--- src/rtl/wb_port_sched.sv ---
// Register-file write-port scheduler: arbitrates in-order writeback against
// variable-latency load returns and tracks outstanding load destinations.
module wb_port_sched #(
    parameter int DEPTH = 4,
    parameter int CW    = 3
) (
    input  logic        clk,
    input  logic        rst,
    input  logic        wb_valid,
    input  logic [1:0]  wb_sel,
    input  logic [4:0]  wb_rd,
    input  logic [4:0]  rs1,
    input  logic [4:0]  rs2,
    input  logic        rs1_used,
    input  logic        rs2_used,
    input  logic [31:0] alu_result,
    input  logic [31:0] pc_plus4,
    input  logic [31:0] imm,
    input  logic        mem_rvalid,
    input  logic [31:0] mem_rdata,
    output logic        stall,
    output logic        rf_we,
    output logic [4:0]  rf_rd,
    output logic [31:0] rf_wdata,
    output logic [1:0]  wsel,
    output logic [CW-1:0] pending_cnt,
    output logic        err_spurious
);

    localparam int PW = (DEPTH > 1) ? $clog2(DEPTH) : 1;

    typedef enum logic [1:0] {
        SEL_ALU  = 2'b00,
        SEL_LOAD = 2'b01,
        SEL_PC4  = 2'b10,
        SEL_IMM  = 2'b11
    } wsel_e;

    logic [4:0]       q [DEPTH];
    logic [PW-1:0]    wr_ptr, rd_ptr;
    logic [CW-1:0]    count;
    logic [DEPTH-1:0] slot_valid;
    logic             hit_rs1, hit_rs2, hit_rd;
    logic             is_load, raw, waw, full, conflict;
    logic             accept, ret, enq;
    logic [4:0]       head;

    function automatic logic [PW-1:0] bump(input logic [PW-1:0] p);
        if (int'(p) == DEPTH - 1) return '0;
        return p + 1'b1;
    endfunction

    // A slot is live when its distance from the head is below the occupancy.
    always_comb begin
        slot_valid = '0;
        for (int i = 0; i < DEPTH; i++) begin
            slot_valid[i] = ((i - int'(rd_ptr) + DEPTH) % DEPTH) < int'(count);
        end
    end

    // NOTE: every variable written here gets a default first, so no path infers a latch.
    always_comb begin
        hit_rs1 = 1'b0;
        hit_rs2 = 1'b0;
        hit_rd  = 1'b0;
        for (int i = 0; i < DEPTH; i++) begin
            if (slot_valid[i] && q[i] == rs1)   hit_rs1 = 1'b1;
            if (slot_valid[i] && q[i] == rs2)   hit_rs2 = 1'b1;
            if (slot_valid[i] && q[i] == wb_rd) hit_rd  = 1'b1;
        end
        hit_rs1 = hit_rs1 && (rs1 != 5'd0);
        hit_rs2 = hit_rs2 && (rs2 != 5'd0);
        hit_rd  = hit_rd  && (wb_rd != 5'd0);
    end

    assign is_load  = (wb_sel == SEL_LOAD);
    assign raw      = (rs1_used && hit_rs1) || (rs2_used && hit_rs2);
    assign waw      = !is_load && hit_rd;
    assign full     = (int'(count) == DEPTH) && !mem_rvalid;
    assign conflict = !is_load && mem_rvalid;
    assign stall    = wb_valid && (raw || waw || conflict || (is_load && full));
    assign accept   = wb_valid && !stall;
    assign ret      = mem_rvalid && (count != '0);
    assign enq      = accept && is_load;
    assign head     = q[rd_ptr];

    assign pending_cnt = count;

    always_comb begin
        rf_we    = 1'b0;
        rf_rd    = wb_rd;
        rf_wdata = alu_result;
        wsel     = SEL_ALU;
        if (ret) begin
            rf_we    = (head != 5'd0);
            rf_rd    = head;
            rf_wdata = mem_rdata;
            wsel     = SEL_LOAD;
        end else if (accept && !is_load) begin
            rf_we = (wb_rd != 5'd0);
            wsel  = wb_sel;
            case (wb_sel)
                SEL_PC4: rf_wdata = pc_plus4;
                SEL_IMM: rf_wdata = imm;
                default: rf_wdata = alu_result;
            endcase
        end
    end

    // NOTE: sequential state uses non-blocking assignments so every register sees pre-edge values.
    always_ff @(posedge clk or posedge rst) begin
        if (rst) begin
            wr_ptr       <= '0;
            rd_ptr       <= '0;
            count        <= '0;
            err_spurious <= 1'b0;
        end else begin
            if (enq) wr_ptr <= bump(wr_ptr);
            if (ret) rd_ptr <= bump(rd_ptr);
            case ({enq, ret})
                2'b10:   count <= count + 1'b1;
                2'b01:   count <= count - 1'b1;
                default: count <= count;
            endcase
            if (mem_rvalid && count == '0) err_spurious <= 1'b1;
        end
    end

    // NOTE: queue storage is not reset; entries outside the live window are never observed.
    always_ff @(posedge clk) begin
        if (enq) q[wr_ptr] <= wb_rd;
    end

endmodule

--- config.mk ---
export PLATFORM = sky130hd
export DESIGN_NAME = wb_port_sched
export DESIGN_NICKNAME = d
export VERILOG_FILES = /design/src/rtl/wb_port_sched.sv
export SDC_FILE = /design/constraint.sdc
export NUM_CORES = 1
export LEC_CHECK = 0
export CAP_MARGIN = 20
export CORE_MARGIN = 2
export CORE_UTILIZATION = 31
export DETAILED_ROUTE_END_ITERATION = 10
export PLACE_DENSITY = 0.76
export SYNTH_ARGS = -nofsm -noshare
export SYNTH_HDL_FRONTEND = slang
export SYNTH_SLANG_ARGS = --single-unit
--- constraint.sdc ---
create_clock -name clk -period 3.7 [get_ports clk]
set_input_delay 0.555 -clock clk [delete_from_list [all_inputs] [get_ports clk]]
set_output_delay 0.555 -clock clk [all_outputs]
set_load 0.05 [all_outputs]
* Word level (Yosys, flattened, before mapping)
Memories as Yosys holds them, arrays and structs flattened.
Index checks and enable logic that the tools add are counted.
** Word-level totals
- Register bits :: 8
- Latch bits :: 0
- Memory bits (writable) :: 20
- Memory bits (read-only) :: 0
- Bits of input ports :: 151
- Logic and storage cells :: 121
- Memories kept :: 1
** Cells by class
- Add/subtract/negate cells :: 12
- Multiply operators :: 0
- Div/mod/pow operators :: 0
- Order comparisons :: 4
- Eq/ne operators :: 20
- Shift operators :: 0
- Muxes and demuxes :: 31
- Bitwise logic cells :: 4
- Reduce and logical (&&, ||, !) cells :: 45
** Memory list
- q :: depth 4, bits a word 5, read ports 5, clocked after Yosys merged registers in 0, write ports 1, RTL line 39 : logic [4:0] q [DEPTH];
** Operators with widths (count)
- $mux 32 :: 2
- $pmux 32 s2 :: 1
- $eq 5x5->1 :: 12
- $logic_and 1x1->1 :: 27
- $add 3x4->5 const B :: 4
- $mux 1 :: 20
- $reduce_bool 5->1 :: 4
- $lt 3x4->1 :: 4
- $mux 2 :: 6
- $eq 2x1->1 const B :: 4
- $reduce_or 2->1 :: 4
- $eq 2x2->1 const B :: 3
- $pmux 3 s2 :: 1
- $sub 1x2->3 const A :: 2
- $sub 2x2->3 const A :: 2
- $mux 5 :: 1
- $add 2x1->2 const B :: 2
- $and 1x1->1 :: 4
- $logic_or 1x1->1 :: 4
- $add 3x1->3 const B :: 1
- $eq 3x3->1 const B :: 1
- $logic_not 1->1 :: 3
- $logic_not 3->1 :: 1
- $reduce_bool 3->1 :: 1
- other kinds (2) :: 2

* Longest topological paths before layout
- Depth in word-level cells :: 22
- Gate-level depth with buffers :: 17
- Depth with buffers taken out :: 16

* Worst setup path after synthesis
No wires, ideal clock.
- Path type :: reg-to-output
- Start point :: register count[1] (netlist: pending_cnt[1])
- End point :: output wsel[0]
- Arrival :: 2.985 ns
- Data required time :: 3.145 ns
- Slack :: 0.160 ns
- Stages on the path, launching flop included :: 11
- Path buffers :: 1
- Cells stage by stage :: dfrtp_1 inv_1 ha_1 a21boi_1 o21ai_1 nand4_1 and4_1 a2bb2oi_2 buf_4 and3_1 a21o_1
** On the way
- Cells in the longest elaborated chain, start to end :: 18
- Elaborated cells on any way between the ends :: 49
** Ends and longest elaborated chain
- from (decl) :: RTL line 41 : logic [CW-1:0] count;
- from (signal assigned) :: RTL line 121 : 2'b10: count <= count + 1'b1;
- from (signal assigned) :: RTL line 122 : 2'b01: count <= count - 1'b1;
- from (signal assigned) :: RTL line 123 : default: count <= count;
- $lt 3x4->1 :: RTL line 57 : slot_valid[i] = ((i - int'(rd_ptr) + DEPTH) % DEPTH) < int'(count);
- $logic_and 1x1->1, on equally long branches :: RTL line 67, 68
- $mux 1, on equally long branches (4 in series) :: RTL line 67, 68
- $logic_and 1x1->1, on equally long branches :: RTL line 71, 72
- $logic_and 1x1->1 :: RTL line 77 : assign raw = (rs1_used && hit_rs1) || (rs2_used && hit_rs2);
- $logic_or 1x1->1 :: RTL line 77
- $logic_or 1x1->1 (3 in series) :: RTL line 81 : assign stall = wb_valid && (raw || waw || conflict || (is_load && full));
- $logic_and 1x1->1 :: RTL line 81
- $logic_not 1->1 :: RTL line 82 : assign accept = wb_valid && !stall;
- $logic_and 1x1->1 :: RTL line 82
- $logic_and 1x1->1 :: RTL line 99 : end else if (accept && !is_load) begin
- $mux 2 :: RTL line 99
- $mux 2 * :: RTL line 94 : if (ret) begin
- to (decl) :: RTL line 25 : output logic [1:0] wsel,
Every way passes the cells marked *; elsewhere a longest branch is shown, timed or not.

* Worst setup path after layout
- Start point :: input rs2[3]
- End point :: output wsel[0]
** On the way
- Cells in the longest elaborated chain, start to end :: 18
- Elaborated cells on any way between the ends :: 25
** Ends and longest elaborated chain
- from (decl) :: RTL line 13 : input logic [4:0] rs2,
- $eq 5x5->1 :: RTL line 68 : if (slot_valid[i] && q[i] == rs2) hit_rs2 = 1'b1;
- $logic_and 1x1->1 :: RTL line 68
- $mux 1 (4 in series) :: RTL line 68
- $logic_and 1x1->1 * :: RTL line 72 : hit_rs2 = hit_rs2 && (rs2 != 5'd0);
- $logic_and 1x1->1 * :: RTL line 77
- $logic_or 1x1->1 * :: RTL line 77
- $logic_or 1x1->1 * (3 in series) :: RTL line 81
- $logic_and 1x1->1 * :: RTL line 81
- $logic_not 1->1 * :: RTL line 82
- $logic_and 1x1->1 * :: RTL line 82
- $logic_and 1x1->1 * :: RTL line 99
- $mux 2 * :: RTL line 99
- $mux 2 * :: RTL line 94
Marked as above.

==> metrics.cfg <==
[yosys]
syn_nets = 653
synth_area_per_cell_um2 = 7.99
ys_top_cells_by_count = 52 x nand2_1, 46 x nand4_1, 37 x xor2_1
yosysTopAreaCellShare_pct = 15.3
synth_top_area_cell = edfxtp_1
syn_area_um2 = 3920
ys_warn_count = 0
ys_async_sr_fraction_pct = 28.6
synthTopCellsByArea = edfxtp_1 15%, xor2_1 8.3%, mux2i_1 8.2%
synth.most_common_cell = nand2_1
synth_cell_types = 40
synth_ff_type = edfxtp_1
synth_top_family_by_area = simple AND/OR/NAND/NOR gates
synth_compound_area_share_pct = 16.8
synth-simple-area-share_pct = 25.2
synth_mux_area_share_pct = 11.8
seq_area_frac_synth_pct = 20.4
synth-edff-count = 20
synth_fa_ha_area_share_pct = 3.70
synthCells = 491
ys_ff_latch = 28
synth-xor-area-share_pct = 14.1

[pwr]
p_seq_share_pct = 14.6
power.internal_mw = 1.71
clockPowerShare_pct = 7.5
power_mw = 3.27
power.density_nw_per_um2 = 498
ir_drop_mv = 0.687
p_sw_mw = 1.55
leakage_nw = 2.72
p_comb_share_pct = 77.9
netSwitchingFraction_pct = 47.6

[worst_hold_path]
hp-class = reg2reg
min-delay-start = err_spurious
hold_depth = 1
min_delay_worst_endpoint = err_spurious

[clock_network]
cts-buffers-inserted = 3
clockRootBuffer = clkbuf_16
cts_tree = yes
clock_latency_ps = 260
cts.sink_count = 28
clk_path_buf_depth = 2
holdBufCountCts = 0
htree_levels = 1
clk_pin_slew_worst_paths_ps = 60

[grt]
grt-busiest-layer = met2
grt_pass1_vias = 4174
grtUsageTotal_pct = 20.4
grt_max_degree = 67
grt_util_met3_pct = 2.28
grt_use_met2_pct = 36.6
antenna_found_initial = 0
grt_util_met1_pct = 26.4
grt_first_pass_wirelength_um = 21900
grt-ovfl-total = 0

[cells_and_area]
syn2layout_area_growth_pct = 67.2
antenna_cells = 0
fin_nets = 820
utilization_pct = 52.6
fin_cells = 829
nFillCells = 1111
layout-drive-gt1-share_pct = 12.6

[drt]
route.detailed.drc = 0
routed_wl_um = 15300
wl_per_cell_um = 18.4
ant_nets = 0
vias = 4433
drtIter0Drc = 409
vias_per_cell = 5.35
drt-pass1-iter-count = 4

[critical_path]
start_kind = input port
r2r_cells = 15
worstPathRequired_ps = 3140
setup.worst_path.end_class = primary output
r2r_setup_slack_ps = 370
crit_fanout = 65
r2r_start = pending_cnt[1]
crit_type = in2out
reg2reg_to = pending_cnt[2]
cp.arrival_ps = 3010

[die]
fp.dieH_um = 116
die_area_um2 = 13600
core_area_um2 = 12500
dieWidth_um = 116
row_count = 41
start_util_pct = 31.5
io_pins = 196

[sta]
period_minus_slack_ps = 3570
finalHoldViolCount = 0
hold_ws_ps = 463
worst_slew_pin_slew_ps = 625
period_share_pct = 96.5
setup-violations-final = 0
clock_skew_ps = 2.60
fin_ws_ps = 131
relSlewSlack_pct = 58.3
drv_slew = 0
fmax_mhz = 280

[place]
place_ws_ps = 172
routabilityCongestion = 0.944
dp.cells = 823
dp_hpwl_um = 11600
io_buffers = 195

[job]
maxCapViolCount = 0

[run_status]
status = finished clean

[worst max-delay path: stages]
cell	delay [ps]
clkdlybuf4s50_1	540
or4_1	520
o21ai_1	230
a2bb2oi_4	230
buf_12	270
and3_1	280
a21o_1	190
buf_12	150
[registers in the layout (all words and copies together) (netlist names)]
name	count
rd_ptr	2
q	20
pending_cnt	3
err_spurious	1
wr_ptr	2
[how the worst max path moves through the flow]
stage / end / startpoint
5_1_grt: wsel[0] / pending_cnt[1]
2_1_floorplan: wsel[0] / pending_cnt[1]
3_3_place_gp: wsel[0] / rs1[1]
4_1_cts: wsel[0] / rd_ptr[1]
6_report: wsel[0] / rs2[3]
3_5_place_dp: wsel[0] / rs1[1]
[per-layer routing]
metal	up-vias	part of all wire (%)
li1	2104	-
met1	2150	41
met2	165	51
met3	14	6.4
met4	0	1.3
met5	-	0
[stage by stage]
step           setup TNS, ps  instance area, um^2
6_report                   0                 6560
5_1_grt                -4.45                 6560
4_1_cts                    0                 6510
3_5_place_dp               0                 6430
3_3_place_gp               0                 6430
2_1_floorplan              0                 3920
[logic make-up after synthesis]
kind of cell	Yosys count
fa+ha+maj	11
xor+xnor	63
simple gates	200
buf+inv	66
flops	28
compound gates	84
mux	39
[final cells by class]
class | instances | area (um^2) | share of cell area [%]
Clock buffer | 4 | 78.8 | 1.20
Inverter | 12 | 45.0 | 0.687
Multi-Input combinational cell | 397 | 2850 | 43.4
Sequential cell | 28 | 802 | 12.2
Tap cell | 172 | 215 | 3.28
Timing Repair Buffer | 216 | 2570 | 39.2
[what timing repair did]
item / CTS / global route
resized for setup: 0 / 2
setup buffers: 0 / 1
hold endpoints to repair: 0 / 0
endpoints found under the setup margin: 0 / 35
[power by group through the flow]
stage	Sequential [mW]	Combinational (mW)	Clock, mW
after floorplan	0.526	1.37	0
after global placement	0.480	2.45	0
after detailed placement	0.484	2.50	0
after CTS	0.479	2.51	0.249
after global routing	0.484	2.70	0.260
final	0.477	2.55	0.244
[layout by cell type, fill, tap and decap left out, types with 4 or more instances in the layout]
master	netlist	layout
a21o_1	35	35
a2bb2oi_1	32	32
and2_1	5	5
buf_12	0	44
buf_4	9	17
clkbuf_16	0	4
clkdlybuf4s50_1	0	153
dfrtp_1	8	7
edfxtp_1	20	20
ha_1	10	9
inv_1	10	9
mux2i_1	32	32
mux4_2	5	5
nand2_1	52	52
nand3_1	33	33
nand4_1	46	46
nor2_1	35	35
nor3_1	15	15
o21ai_1	6	6
xnor2_1	26	26
xor2_1	37	37
No activity file was read; power rests on OpenSTA's default activity.
